--- config.mk ---
export PLATFORM = sky130hd
export DESIGN_NAME = mdio_phy_responder
export DESIGN_NICKNAME = d
export VERILOG_FILES = /design/src/rtl/mdio_phy_responder.sv
export SDC_FILE = /design/constraint.sdc
export NUM_CORES = 1
export LEC_CHECK = 0
export ABC_AREA = 1
export BUFFER_PORTS_ARGS = -buffer_cell sky130_fd_sc_hd__buf_2
export CAP_MARGIN = 0
export CORE_MARGIN = 5
export CORE_UTILIZATION = 50
export DETAILED_ROUTE_END_ITERATION = 12
export HOLD_SLACK_MARGIN = 0.06
export PLACE_DENSITY_LB_ADDON = 0.2
export SYNTH_ARGS = -nofsm -noshare
export SYNTH_HDL_FRONTEND = slang
export SYNTH_SLANG_ARGS = --single-unit
--- constraint.sdc ---
create_clock -name aclk -period 2.64 [get_ports aclk]
set_clock_uncertainty 0.2 [all_clocks]
set_input_delay 0.396 -clock aclk [delete_from_list [all_inputs] [get_ports aclk]]
set_output_delay 0.396 -clock aclk [all_outputs]
set_load 0.02 [all_outputs]
--- src/rtl/mdio_phy_responder.sv ---
// Clause-22 MDIO responder (PHY side): oversamples MDC/MDIO in the aclk domain, decodes
// read/write frames addressed to PHY_ADDR and serves BMCR, BMSR and the two PHY ID registers.
module mdio_phy_responder #(
  parameter logic [4:0]  PHY_ADDR    = 5'd1,
  parameter logic [15:0] PHY_ID1     = 16'h0022,
  parameter logic [15:0] PHY_ID2     = 16'h1560,
  parameter int unsigned SYNC_STAGES = 2
) (
  input  logic aclk,
  input  logic aresetn,
  input  logic mdc,
  input  logic md_i,
  output logic md_o,
  output logic md_t,
  input  logic link_up,
  output logic ctrl_loopback,
  output logic ctrl_speed100,
  output logic ctrl_duplex,
  output logic soft_reset
);

  typedef enum logic [2:0] {
    S_IDLE, S_ST, S_OP, S_PHYAD, S_REGAD, S_TA, S_DATA
  } state_t;

  logic [SYNC_STAGES-1:0] mdc_sync_q, md_sync_q;
  logic        mdc_q;
  logic        mdc_s, md_s, rise_s, fall_s;
  state_t      state_q, state_d;
  logic [5:0]  pre_cnt_q, pre_cnt_d;
  logic [3:0]  bit_cnt_q, bit_cnt_d;
  logic        op_bit_q, op_bit_d;
  logic        is_read_q, is_read_d;
  logic        match_q, match_d;
  logic [4:0]  addr_q, addr_d;
  logic [4:0]  regad_q, regad_d;
  logic [15:0] shreg_q, shreg_d;
  logic        md_o_q, md_o_d, md_t_q, md_t_d;
  logic        lb_q, lb_d, spd_q, spd_d, aneg_q, aneg_d, dup_q, dup_d;
  logic        link_lat_q, link_lat_d;
  logic        soft_reset_q, soft_reset_d;
  logic        rd1_done_s;
  logic [15:0] bmcr_s, bmsr_s;

  function automatic logic [15:0] reg_read(input logic [4:0]  ra,
                                           input logic [15:0] bmcr,
                                           input logic [15:0] bmsr);
    logic [15:0] v;
    case (ra)
      5'd0:    v = bmcr;
      5'd1:    v = bmsr;
      5'd2:    v = PHY_ID1;
      5'd3:    v = PHY_ID2;
      default: v = 16'h0000;
    endcase
    return v;
  endfunction

  assign mdc_s  = mdc_sync_q[SYNC_STAGES-1];
  assign md_s   = md_sync_q[SYNC_STAGES-1];
  assign rise_s = mdc_s & ~mdc_q;
  assign fall_s = ~mdc_s & mdc_q;
  assign bmcr_s = {1'b0, lb_q, spd_q, aneg_q, 3'b000, dup_q, 8'h00};
  assign bmsr_s = 16'h7809 | {10'd0, link_up, 2'b00, link_lat_q, 2'b00};

  always_comb begin
    state_d      = state_q;
    pre_cnt_d    = pre_cnt_q;
    bit_cnt_d    = bit_cnt_q;
    op_bit_d     = op_bit_q;
    is_read_d    = is_read_q;
    match_d      = match_q;
    addr_d       = addr_q;
    regad_d      = regad_q;
    shreg_d      = shreg_q;
    md_o_d       = md_o_q;
    md_t_d       = md_t_q;
    lb_d         = lb_q;
    spd_d        = spd_q;
    aneg_d       = aneg_q;
    dup_d        = dup_q;
    soft_reset_d = 1'b0;
    rd1_done_s   = 1'b0;

    if (rise_s) begin
      case (state_q)
        S_IDLE: begin
          if (md_s) begin
            if (pre_cnt_q != 6'd32) begin
              pre_cnt_d = pre_cnt_q + 6'd1;
            end else begin
              pre_cnt_d = pre_cnt_q;
            end
          end else if (pre_cnt_q == 6'd32) begin
            state_d   = S_ST;
            pre_cnt_d = 6'd0;
          end else begin
            pre_cnt_d = 6'd0;
          end
        end
        S_ST: begin
          bit_cnt_d = 4'd0;
          if (md_s) begin
            state_d = S_OP;
          end else begin
            state_d = S_IDLE;
          end
        end
        S_OP: begin
          if (bit_cnt_q == 4'd0) begin
            op_bit_d  = md_s;
            bit_cnt_d = 4'd1;
          end else begin
            bit_cnt_d = 4'd0;
            is_read_d = op_bit_q;
            if (op_bit_q != md_s) begin
              state_d = S_PHYAD;
            end else begin
              state_d = S_IDLE;
            end
          end
        end
        S_PHYAD: begin
          addr_d = {addr_q[3:0], md_s};
          if (bit_cnt_q == 4'd4) begin
            match_d   = ({addr_q[3:0], md_s} == PHY_ADDR);
            bit_cnt_d = 4'd0;
            state_d   = S_REGAD;
          end else begin
            bit_cnt_d = bit_cnt_q + 4'd1;
          end
        end
        S_REGAD: begin
          addr_d = {addr_q[3:0], md_s};
          if (bit_cnt_q == 4'd4) begin
            // Read data is snapshotted here, so a link change mid-frame is not seen.
            regad_d   = {addr_q[3:0], md_s};
            shreg_d   = reg_read({addr_q[3:0], md_s}, bmcr_s, bmsr_s);
            bit_cnt_d = 4'd0;
            state_d   = S_TA;
          end else begin
            bit_cnt_d = bit_cnt_q + 4'd1;
          end
        end
        S_TA: begin
          if (bit_cnt_q == 4'd0) begin
            bit_cnt_d = 4'd1;
          end else begin
            bit_cnt_d = 4'd0;
            state_d   = S_DATA;
          end
        end
        S_DATA: begin
          shreg_d = {shreg_q[14:0], md_s};
          if (bit_cnt_q == 4'd15) begin
            bit_cnt_d = 4'd0;
            pre_cnt_d = 6'd0;
            state_d   = S_IDLE;
            if (match_q && !is_read_q && (regad_q == 5'd0)) begin
              // Shift register still lags one bit: shreg_q[k] holds data bit k+1.
              if (shreg_q[14]) begin
                soft_reset_d = 1'b1;
                lb_d         = 1'b0;
                spd_d        = 1'b1;
                aneg_d       = 1'b1;
                dup_d        = 1'b1;
              end else begin
                lb_d   = shreg_q[13];
                spd_d  = shreg_q[12];
                aneg_d = shreg_q[11];
                dup_d  = shreg_q[7];
              end
            end else begin
              lb_d = lb_q;
            end
            if (match_q && is_read_q && (regad_q == 5'd1)) begin
              rd1_done_s = 1'b1;
            end else begin
              rd1_done_s = 1'b0;
            end
          end else begin
            bit_cnt_d = bit_cnt_q + 4'd1;
          end
        end
        default: begin
          state_d   = S_IDLE;
          pre_cnt_d = 6'd0;
          bit_cnt_d = 4'd0;
        end
      endcase
    end else begin
      state_d = state_q;
    end

    if (fall_s) begin
      if (match_q && is_read_q && (state_q == S_TA) && (bit_cnt_q == 4'd1)) begin
        md_t_d = 1'b0;
        md_o_d = 1'b0;
      end else if (match_q && is_read_q && (state_q == S_DATA)) begin
        md_t_d = 1'b0;
        md_o_d = shreg_q[15];
      end else begin
        md_t_d = 1'b1;
        md_o_d = 1'b0;
      end
    end else begin
      md_t_d = md_t_q;
    end

    // Latch-low link status: any low sample wins over a concurrent read completion.
    if (!link_up) begin
      link_lat_d = 1'b0;
    end else if (rd1_done_s) begin
      link_lat_d = link_up;
    end else begin
      link_lat_d = link_lat_q;
    end
  end

  always_ff @(posedge aclk) begin
    if (!aresetn) begin
      mdc_sync_q   <= '0;
      md_sync_q    <= '0;
      mdc_q        <= 1'b0;
      state_q      <= S_IDLE;
      pre_cnt_q    <= 6'd0;
      bit_cnt_q    <= 4'd0;
      op_bit_q     <= 1'b0;
      is_read_q    <= 1'b0;
      match_q      <= 1'b0;
      addr_q       <= 5'd0;
      regad_q      <= 5'd0;
      shreg_q      <= 16'h0000;
      md_o_q       <= 1'b0;
      md_t_q       <= 1'b1;
      lb_q         <= 1'b0;
      spd_q        <= 1'b1;
      aneg_q       <= 1'b1;
      dup_q        <= 1'b1;
      link_lat_q   <= 1'b0;
      soft_reset_q <= 1'b0;
    end else begin
      mdc_sync_q   <= {mdc_sync_q[SYNC_STAGES-2:0], mdc};
      md_sync_q    <= {md_sync_q[SYNC_STAGES-2:0], md_i};
      mdc_q        <= mdc_s;
      state_q      <= state_d;
      pre_cnt_q    <= pre_cnt_d;
      bit_cnt_q    <= bit_cnt_d;
      op_bit_q     <= op_bit_d;
      is_read_q    <= is_read_d;
      match_q      <= match_d;
      addr_q       <= addr_d;
      regad_q      <= regad_d;
      shreg_q      <= shreg_d;
      md_o_q       <= md_o_d;
      md_t_q       <= md_t_d;
      lb_q         <= lb_d;
      spd_q        <= spd_d;
      aneg_q       <= aneg_d;
      dup_q        <= dup_d;
      link_lat_q   <= link_lat_d;
      soft_reset_q <= soft_reset_d;
    end
  end

  assign md_o          = md_o_q;
  assign md_t          = md_t_q;
  assign ctrl_loopback = lb_q;
  assign ctrl_speed100 = spd_q;
  assign ctrl_duplex   = dup_q;
  assign soft_reset    = soft_reset_q;

endmodule

Word level (Yosys, flattened, before mapping)
Cells that the tools add are included.
{"block": "word_totals", "ram_bits": 0, "latch_bits": 0, "word_cells": 115, "romBits": 0, "in_bits": 5, "memories": 0, "reg_bits": 54, "output_inout_bits": 6}
{"block": "classes", "bitwise": 7, "n_mux": 34, "shifts": 0, "n_div": 0, "order_cmp": 0, "n_eq_ne": 24, "n_reduce_logical": 28, "n_addsub": 2, "mul": 0}
{"cell": "15-bit one-hot mux with 4 select lines", "n": 1}
{"cell": "16-bit one-hot mux with 2 select lines", "n": 1}
{"cell": "3-bit two-way mux", "n": 7}
{"cell": "3-bit one-hot mux with 7 select lines", "n": 1}
{"cell": "6-bit two-way mux", "n": 3}
{"cell": "6-bit one-hot mux with 3 select lines", "n": 1}
{"cell": "16-bit two-way mux", "n": 1}
{"cell": "4-bit one-hot mux with 4 select lines", "n": 1}
{"cell": "3-bit AND reduction", "n": 5}
{"cell": "1-bit two-way mux", "n": 14}
{"cell": "2-bit inequality test (second input constant)", "n": 7}
{"cell": "5-bit by 1-bit == test with 1-bit output (second input constant)", "n": 2}
{"cell": "5-bit by 2-bit == test with 1-bit output (second input constant)", "n": 2}
{"cell": "5-bit zero test", "n": 2}
{"cell": "3-bit == test (second input constant)", "n": 3}
{"cell": "4-bit two-way mux", "n": 2}
{"cell": "4-bit AND reduction", "n": 2}
{"cell": "8-bit AND reduction", "n": 1}
{"cell": "1-bit logical AND", "n": 7}
{"cell": "6-bit by 1-bit adder with 6-bit output (second input constant)", "n": 1}
{"cell": "3-bit by 2-bit == test with 1-bit output (second input constant)", "n": 2}
{"cell": "6-bit == test (second input constant)", "n": 1}
{"cell": "6-bit inequality test (second input constant)", "n": 1}
{"cell": "2-bit AND reduction", "n": 3}
{"cell": "other kinds (17)", "n": 24}

Logic depth before layout (Yosys ltp)
Gate-level depths: netlist of the first run.
{"block": "depth", "ltp_word": 6, "depth_mapped": 10, "depth_no_buf": 10}

Worst setup path after synthesis of the first run
No wires, ideal clock.
{"block": "synth_path", "path_kind": "register -> register", "start": "reg bit_cnt_q[0]", "end": "reg shreg_q[5]", "t_arrival_ns": 1.384, "period_less_slack_ns": 1.695, "stages_incl_launch_ff": 10, "required_ns": 2.329, "path_buffers": 0, "setup_time_ns": 0.111, "path_slack_ns": 0.945, "cell_sequence": "dfxtp_1 inv_1 ha_1 nand3_2 nor2_1 nand2_2 nand2_4 or2_2 nand3_1 inv_1"}
{"block": "synth_between", "elab_chain_len": 3}
{"item": "start, declared", "line_no": "31", "text": "logic [3:0] bit_cnt_q, bit_cnt_d;"}
{"item": "start signal, assigned", "line_no": "248", "text": "bit_cnt_q <= bit_cnt_d;"}
{"item": "4-bit by 3-bit == test with 1-bit output", "line_no": "135", "text": "if (bit_cnt_q == 4'd4) begin"}
{"item": "2-bit inequality test (no line)"}
{"item": "3-bit AND reduction (no line)"}
{"item": "end signal, assigned", "line_no": "254", "text": "shreg_q <= shreg_d;"}
{"item": "end, declared", "line_no": "37", "text": "logic [15:0] shreg_q, shreg_d;"}
Every way passes these cells.
A chain may end at the register's enable or synchronous reset.

Worst setup path after layout of the first run
{"block": "layout_path", "start": "reg state_q[1]", "end": "reg shreg_q[15]"}
{"block": "layout_between", "elab_chain_len": 3, "word_cells_on_any_way": 6, "cone_classes": "3 x eq/ne; 1 x mux; 2 x reduce/logical"}
{"item": "start, declared", "line_no": "29", "text": "state_t state_q, state_d;"}
{"item": "start signal, assigned", "line_no": "246", "text": "state_q <= state_d;"}
{"item": "3-bit == test", "line_no": "86", "text": "case (state_q)"}
{"item": "2-bit inequality test (no line) / 2-bit nonzero test (equally long branches)"}
{"item": "3-bit AND reduction (no line)"}
Parallel ways exist; a longest one is shown, timed or not.

==> metrics, run 1 <==
Hold/Removal Path Class in -> reg; setup violators final 0; outcome finished, final reports clean; Detail Placement HPWL 4280 um; Comb pwr share 4.0%; Starting DRT DRC Count 121; Max clock buf depth 2; diode count 0; share of layout cells above drive strength 1 11.2%; Initial Utilization 52.4%; r2r setup slk 0.61 ns; Synth Instances 393; worst vdd ir 388 uV; die width 83.9 um; CTS Buf Count 5; total core area 5200 um2; Placed Instances 463; max-cap viol count 0; root buffer cell clkbuf_8; first-pass GRT wire length 10,200 um; Hold Buf Count CTS 1; Die Footprint 7030 um2; worst r2r path cells 8; crit path DAT 2.03 ns; fin crit share 76.8%; reg2reg end shreg_q[15]$_SDFFE_PN0P_; vias in the first global route 2,188; NumNets Final 411; Final ANT Viol Nets 0; Tot Pwr 1.33 mW; Final min period 2.03 ns; CTS tree done; most frequent cells in the layout 77 x nand2_1, 54 x dfxtp_1, 50 x nor2_1; H-tree depth 2; average routed wire per standard cell 12.4 um; M1 WL 3000 um; r2r startpoint state_q[1]$_SDFFE_PN0P_; initial antenna violation count 0; PostCTS Resize Cnt 0; Critical Path End Type flip-flop; Slew HR 63.3%; Residual DRC 0; required time of the critical path 2.64 ns; Net Sw Power 303 uW; row count 26; Setup CP Type reg -> reg; most common cell after layout, fill and taps aside nand2_1; first-pass detailed-route iteration total 4; I/O pins 11; Worst setup SP type flip-flop; crit path max fanout 25; WL met3 242 um; setup TNS 0 ns; post-synth cell types 31; final-report max-slew violation count 0; # port buffers 10; hold path endpoint mdc_sync_q[0]$_SDFF_PN0_; Seq/Total Area, Yosys 39.6%; clock share of power 33.9%; Setup Buffers After CTS 0; post-layout instance count excluding filler cells 472; clock transition at the registers of the reported paths 0.10 ns; sequential share of power 62.0%; DR top layer met4; total gr overflow 0; Syn Area/Cell 6.94 um2; measured slew at the worst slew-check pin 0.550 ns; Cell Area, Synth 2730 um2; Fmax 493 MHz; Synthesis Warnings 0; pwr/cell area 457 nW/um2; RSZ-0062 raised after global routing no; Post-Route WL 5860 um; Pleak 1.25 nW; synthesized flop and latch total 54; clk_lat worst skew 0.30 ns; Sink Count 54; routability cong. 0.807; DR WL met2 2580 um; hold path depth 3; via count 2,432; Die Ht 83.9 um; Syn-to-layout area delta 6.33%; vias per cell 5.15; GR Util All Layers 17.4%; HP Start mdc; Hold Vio Cnt, Final 0; Sw Ratio 22.8%; largest net degree at the start of global routing 40; internal power 1.02 mW; syn_nets 403
==> registers in the layout (all words and copies together), names as in the netlist <==
register,count
soft_reset,1
mdc_sync_q,2
bit_cnt_q,4
md_o,1
is_read_q,1
ctrl_loopback,1
match_q,1
state_q,3
aneg_q,1
ctrl_duplex,1
ctrl_speed100,1
shreg_q,16
op_bit_q,1
md_t,1
mdc_q,1
regad_q,5
link_lat_q,1
pre_cnt_q,6
addr_q,4
md_sync_q,2
==> synth_stat cells <==
library cell	number	area share [%]
nand4_1	6	1.4
nand3_1	31	5.7
buf_2	4	0.73
nor2_1	50	6.9
nor2_2	4	0.92
xor2_1	2	0.64
a21oi_1	43	7.9
o21ai_2	1	0.32
nor3_1	5	0.92
clkbuf_1	3	0.41
buf_1	1	0.14
ha_1	5	2.3
inv_2	6	0.83
nand3b_1	1	0.28
nand2_1	77	11
o21ai_1	3	0.55
inv_1	37	5.1
o211a_1	2	0.73
dfxtp_1	54	40
or2_2	1	0.23
nand2_2	4	0.92
buf_4	2	0.55
nor4_1	3	0.69
nand2_4	2	0.83
a31oi_1	3	0.69
o31ai_1	1	0.28
nor2_4	3	1.2
buf_6	3	1.2
o21ai_0	31	5.7
nand3_2	4	1.5
o21bai_1	1	0.28
==> cell families after synthesis <==
| family | share of synthesized area, % |
|---|---|
| flip-flops | 39.6 |
| XOR/XNOR | 0.642 |
| buffers and inverters | 8.99 |
| AND/OR/NAND/NOR | 32.0 |
| adder cells (fa/ha/maj) | 2.29 |
| AO/OA/AOI/OAI | 16.4 |
==> metrics by stage <==
stage          util (%)  setup WS [ns]  instance area [um2]  hold WS [ns]
2_1_floorplan         -          0.945                 2730         0.190
3_3_place_gp       53.9          0.699                 2800         0.196
3_5_place_dp       53.9          0.617                 2800         0.195
4_1_cts            55.7          0.597                 2900        0.0717
5_1_grt            55.7          0.426                 2900        0.0901
6_report           55.7          0.613                 2900        0.0748
==> power by group through the flow <==
stage | registers, mW | logic, mW | clock network (mW)
final | 0.822 | 0.0532 | 0.450
after global routing | 0.824 | 0.0619 | 0.509
after CTS | 0.823 | 0.0535 | 0.471
after detailed placement | 0.842 | 0.0524 | 0
after global placement | 0.841 | 0.0522 | 0
after floorplan | 0.841 | 0.0361 | 0
==> cell type report <==
class                   instances  area [um2]
inverters                      43         161
clock buffers                   6        72.6
flip-flops and latches         54        1080
clock inverters                 2        13.8
fillers                       557        2300
well taps                      70        87.6
repair buffers                 14        82.6
multi-input cells             283        1400
==> worst max path at each step <==
stage                              startpoint                       end  slack (ns)  cells past startpoint
CTS                   state_q[1]$_SDFFE_PN0P_  shreg_q[15]$_SDFFE_PN0P_        0.60                      8
finish                state_q[1]$_SDFFE_PN0P_  shreg_q[15]$_SDFFE_PN0P_        0.61                      8
global placement      state_q[0]$_SDFFE_PN0P_   shreg_q[5]$_SDFFE_PN0P_        0.70                      9
floorplan           bit_cnt_q[0]$_SDFFE_PN0P_   shreg_q[5]$_SDFFE_PN0P_        0.95                      9
global route        bit_cnt_q[0]$_SDFFE_PN0P_  shreg_q[12]$_SDFFE_PN0P_        0.43                      9
detailed placement    state_q[1]$_SDFFE_PN0P_  shreg_q[15]$_SDFFE_PN0P_        0.62                      8
==> metal layers <==
| layer | vias to the layer above | track usage [%] |
|---|---|---|
| li1 | 1306 | - |
| met1 | 1080 | 24.9 |
| met2 | 41 | 27.0 |
| met3 | 5 | 3.65 |
| met4 | 0 | 3.65 |
| met5 | - | 0 |
==> worst max-delay path, cell delays in order, from the launching register on <==
cell and delay, ns:
dfxtp_1 0.55, nand3_1 0.13, buf_4 0.19, nor2_1 0.13
inv_1 0.09, nand2_4 0.20, inv_1 0.18, a21oi_1 0.18
nor2_1 0.06
(Power assumes the default switching activity.)
==> run 2, diff against run 1 <==
clock period = 1.74 ns   (was 2.64 ns; I/O delays follow)
==> run 2 against run 1 <==
Compared with the run above:
- fmax up 18%
- die area unchanged
- via count increased by 7.4%
- sequential share of layout area is 3.8 points lower
- critical endpoint unchanged
- largest power group unchanged
- highest routed layer unchanged
==> metrics, run 2 (synthesis gave the netlist of run 1 again) <==
Slew HR 61.6% (was 63.3%); Hold Vio Cnt, Final 0 (unchanged); Max clock buf depth 2 (unchanged); setup violators final 0 (unchanged); Starting DRT DRC Count 124 (was 121); largest registers shreg_q x16, pre_cnt_q x6, regad_q x5 (unchanged); Initial Utilization 52.4% (unchanged); crit path max fanout 8 (was 25); most common cell after layout, fill and taps aside nand2_1 (unchanged); Placed Instances 478 (was 463); die width 83.9 um (unchanged); routability cong. 0.865 (was 0.807); CTS Buf Count 5 (unchanged); required time of the critical path 1.74 ns (was 2.64 ns); initial antenna violation count 0 (unchanged); fin crit share 98.6% (was 76.8%); Worst setup SP type flip-flop (unchanged); Die Ht 83.9 um (unchanged); vias in the first global route 2,410 (was 2,188); Die Footprint 7030 um2 (unchanged); Pleak 1.39 nW (was 1.25 nW); max-cap viol count 0 (unchanged); Largest register FFs 16 (unchanged); Detail Placement HPWL 4460 um (was 4280 um); # port buffers 10 (unchanged); average routed wire per standard cell 13.1 um (was 12.4 um); Fmax 583 MHz (was 493 MHz); Syn-to-layout area delta 19.5% (was 6.33%); total gr overflow 0 (unchanged); row count 26 (unchanged); pwr/cell area 647 nW/um2 (was 457 nW/um2); placed cell area 2920 um2 (was 2800 um2); Tot Pwr 2.11 mW (was 1.33 mW); Hold/Removal Path Class in -> reg (unchanged); root buffer cell clkbuf_8 (unchanged); Setup CP Type reg -> reg (unchanged); H-tree depth 2 (unchanged); post-route cell area 3260 um2 (was 2900 um2); Post-Route WL 6510 um (was 5860 um); vias per cell 5.26 (was 5.15); CTS tree done (unchanged); measured slew at the worst slew-check pin 0.575 ns (was 0.550 ns); share of layout cells above drive strength 1 21.6% (was 11.2%); first-pass detailed-route iteration total 4 (unchanged); NumNets Final 435 (was 411); first-pass GRT wire length 11,000 um (was 10,200 um); Hold Slack 0.0967 ns (was 0.0748 ns); GR Util All Layers 18.8% (was 17.4%); most frequent cells in the layout 76 x nand2_1, 50 x dfxtp_1, 47 x nor2_1 (was 77 x nand2_1, 54 x dfxtp_1, 50 x nor2_1); outcome finished, final reports clean (unchanged); via count 2,611 (was 2,432); worst vdd ir 416 uV (was 388 uV); clock transition at the registers of the reported paths 0.09 ns (was 0.10 ns); Critical Path End Type flip-flop (unchanged); total core area 5200 um2 (unchanged); Residual DRC 0 (unchanged); final-report max-slew violation count 0 (unchanged); clk_lat worst skew 0.31 ns (was 0.30 ns); Final min period 1.72 ns (was 2.03 ns); Sink Count 54 (unchanged); fin util 62.6% (was 55.7%); crit path DAT 1.72 ns (was 2.03 ns); post-layout instance count excluding filler cells 496 (was 472); I/O pins 11 (unchanged); largest net degree at the start of global routing 29 (was 40); largest reg by FF count shreg_q (unchanged); Final ANT Viol Nets 0 (unchanged); RSZ-0062 raised after global routing yes (was no); diode count 0 (unchanged)
-- run 2: cell count changes in the layout (fill, tap and decap cells not counted), sizes merged --
cell and change:
inv -1, buf +21, clkinvlp +1, nand2 +1
dlygate4sd3 +2, clkinv -1, clkbuf +1
-- run 2: what timing repair did --
item | 4_1_cts | 5_1_grt
hold buffers | 3 | 0
buffers inserted | 3 | 3
gates resized for setup | 10 | 31
cloned | 1 | 0
hold endpoints to repair | 3 | 0
endpoints found under the setup margin | 13 | 36
pin swaps | 2 | 6
-- run 2: final timing paths --
path | start | to | slack (ns) | cells after the start
setup / recovery | bit_cnt_q[0]$_SDFFE_PN0P_ | shreg_q[15]$_SDFFE_PN0P_ | 0.02 | 9
hold / removal | aresetn | addr_q[2]$_SDFFE_PN0P_ | 0.1 | 3
setup reg to reg | bit_cnt_q[0]$_SDFFE_PN0P_ | shreg_q[15]$_SDFFE_PN0P_ | 0.02 | 9
hold reg to reg | mdc_sync_q[0]$_SDFF_PN0_ | mdc_sync_q[1]$_SDFF_PN0_ | 0.24 | 2
-- run 2: per-layer routing --
layer	track usage [%]	wire length, um	up-vias	part of all wire, %
met5	0	0	-	0
met4	4.39	58	0	0.89
met3	3.16	277	5	4.3
met2	31.8	3070	53	47
met1	24.9	3110	1197	48
li1	-	-	1356	-
-- run 2: critical path, cell delays in order (launching register included) --
cell,delay [ns]
dfxtp_4,0.38
inv_4,0.06
ha_4,0.14
nand3_4,0.09
nor2_4,0.14
nand2_4,0.09
nand2_8,0.09
clkinvlp_4,0.17
a21oi_1,0.19
nor2_1,0.06
-- run 2: per-stage QoR --
step / setup slack, ns / TNS (ns)
2_1_floorplan: 0.0454 / 0
3_3_place_gp: 0.00287 / 0
3_5_place_dp: -0.0483 / -0.284
4_1_cts: -0.00204 / -0.00204
5_1_grt: -0.0797 / -0.614
6_report: 0.0239 / 0
-- run 2: cell type report --
cell class              instances  area, um2
clock buffers                   7       96.3
clock inverters                 1       8.76
fillers                       472       1950
inverters                      43        168
multi-input cells             284       1530
flip-flops and latches         54       1090
well taps                      70       87.6
repair buffers                 37        277
-- run 2: report_power, final --
part	internal, mW	switching (mW)	leakage [nW]
logic	0.0317	0.0623	0.900
registers	1.24	0.00392	0.439
clock network	0.365	0.406	0.0544
total	1.64	0.472	1.39
==> run 3, diff against run 2 <==
CTS_BUF_LIST = sky130_fd_sc_hd__clkbuf_4   (was default)
==> run 3 against run 2 <==
Compared with the run above:
- setup slack better by 0.014 ns
- largest power group unchanged
- critical path depth unchanged
- non-clock buffer count up 1
- power down 11%
- fmax up 0.81%
- sequential share of layout area up 0.56 points
- routed wire length down 0.31%
==> metrics, run 3 (synthesis gave the netlist of run 1 again) <==
outcome finished, final reports clean (unchanged); post-layout instance count excluding filler cells 497 (was 496); RSZ-0062 raised after global routing yes (unchanged); average routed wire per standard cell 13.1 um (about the same); final-report max-slew violation count 0 (unchanged); pwr/cell area 586 nW/um2 (was 647 nW/um2); most common cell after layout, fill and taps aside nand2_1 (unchanged); Max clock buf depth 2 (unchanged); fin util 61.7% (was 62.6%); Worst setup SP type flip-flop (unchanged); placed cell area 2920 um2 (unchanged); Hold Vio Cnt, Final 0 (unchanged); first-pass detailed-route iteration total 5 (was 4); Starting DRT DRC Count 170 (was 124); Setup CP Type reg -> reg (unchanged); CTS tree done (unchanged); Die Footprint 7030 um2 (unchanged); routability cong. 0.865 (unchanged); # fillers 488 (was 472); share of layout cells above drive strength 1 20.6% (was 21.6%); row count 26 (unchanged); total core area 5200 um2 (unchanged); I/O pins 11 (unchanged); Final ANT Viol Nets 0 (unchanged); Syn-to-layout area delta 17.7% (was 19.5%); crit path DAT 1.78 ns (was 1.72 ns); largest registers shreg_q x16, pre_cnt_q x6, regad_q x5 (unchanged); Final min period 1.70 ns (was 1.72 ns); GR Util All Layers 18.7% (was 18.8%); Hold/Removal Path Class reg -> reg (was in -> reg); crit path max fanout 8 (unchanged); Residual DRC 0 (unchanged); worst vdd ir 495 uV (was 416 uV); post-route cell area 3210 um2 (was 3260 um2); via count 2,621 (was 2,611); Pleak 1.38 nW (was 1.39 nW); largest net degree at the start of global routing 29 (unchanged); area of the multi-input gates 1520 um2 (was 1530 um2); die width 83.9 um (unchanged); required time of the critical path 1.82 ns (was 1.74 ns); Detail Placement HPWL 4460 um (unchanged); setup violators final 0 (unchanged); register area 1090 um2 (about the same); Die Ht 83.9 um (unchanged); Slew HR 60.5% (was 61.6%); Post-Route WL 6490 um (was 6510 um); fin crit share 97.8% (was 98.6%); Placed Instances 478 (unchanged); Critical Path End Type flip-flop (unchanged); diode count 0 (unchanged); largest reg by FF count shreg_q (unchanged); most frequent cells in the layout 77 x nand2_1, 49 x dfxtp_1, 47 x nor2_1 (was 76 x nand2_1, 50 x dfxtp_1, 47 x nor2_1); Sink Count 54 (unchanged); max-cap viol count 0 (unchanged); clk_lat worst skew 0.38 ns (was 0.31 ns); Initial Utilization 52.4% (unchanged); first-pass GRT wire length 10,900 um (was 11,000 um); vias in the first global route 2,407 (was 2,410); clock transition at the registers of the reported paths 0.14 ns (was 0.09 ns); root buffer cell clkbuf_4 (was clkbuf_8); hold path depth 2 (was 3); H-tree depth 2 (unchanged); vias per cell 5.27 (was 5.26); Fmax 587 MHz (was 583 MHz); total gr overflow 0 (unchanged); measured slew at the worst slew-check pin 0.592 ns (was 0.575 ns); # port buffers 10 (unchanged); worst r2r path cells 9 (unchanged); initial antenna violation count 0 (unchanged); CTS Buf Count 5 (unchanged); Largest register FFs 16 (unchanged); NumNets Final 436 (was 435)
-- run 3: final timing paths --
kind / start / end / slack, ns
min: mdc_sync_q[0]$_SDFF_PN0_ / mdc_sync_q[1]$_SDFF_PN0_ / 0.24
max: bit_cnt_q[0]$_SDFFE_PN0P_ / shreg_q[15]$_SDFFE_PN0P_ / 0.04
max reg2reg: bit_cnt_q[0]$_SDFFE_PN0P_ / shreg_q[15]$_SDFFE_PN0P_ / 0.04
min reg2reg: mdc_sync_q[0]$_SDFF_PN0_ / mdc_sync_q[1]$_SDFF_PN0_ / 0.24
-- run 3: metal layers --
metal	routed length (um)	GRT usage, %	up-vias	share of wire, %
met4	68	4.82	0	1.0
li1	-	-	1362	-
met3	287	3.85	8	4.4
met1	3100	24.8	1200	48
met2	3040	31.1	51	47
met5	0	0	-	0
-- run 3: timing repair --
action                                  in CTS  in global routing
hold buffers                                 4                  0
hold endpoints to repair                    16                  0
resized for setup                           10                 28
cloned                                       1                  0
endpoints found under the setup margin      14                 37
setup buffers                                3                  3
pin swaps                                    2                  4
-- run 3: cell type report --
type | instances | area share, %
repair buffers | 38 | 8.93
clock inverters | 3 | 0.507
multi-input cells | 284 | 47.4
inverters | 43 | 5.22
flip-flops and latches | 54 | 34.0
well taps | 70 | 2.73
clock buffers | 5 | 1.17
-- run 3: through the flow --
step | total power, mW | setup slack (ns) | setup TNS (ns) | hold WS (ns)
after floorplan | 1.33 | 0.0454 | 0 | 0.159
after global placement | 1.36 | 0.00287 | 0 | 0.210
after detailed placement | 1.36 | -0.0483 | -0.284 | 0.224
after CTS | 1.91 | -0.00723 | -0.00723 | 0.248
after global routing | 1.98 | -0.0713 | -0.636 | 0.273
final | 1.88 | 0.0378 | 0 | 0.241
-- run 3: where the power goes --
group	switching, mW	internal (mW)	total, mW
clock network	0.387	0.152	0.539
registers	0.00388	1.24	1.25
logic	0.0627	0.0331	0.0958
-- run 3: worst max-delay path, stage by stage (launching register included) --
cell        delay, ns
dfxtp_4          0.39
inv_4            0.07
ha_4             0.14
nand3_4          0.09
nor2_4           0.13
nand2_4          0.09
nand2_8          0.10
clkinvlp_4       0.17
a21oi_1          0.18
nor2_1           0.06
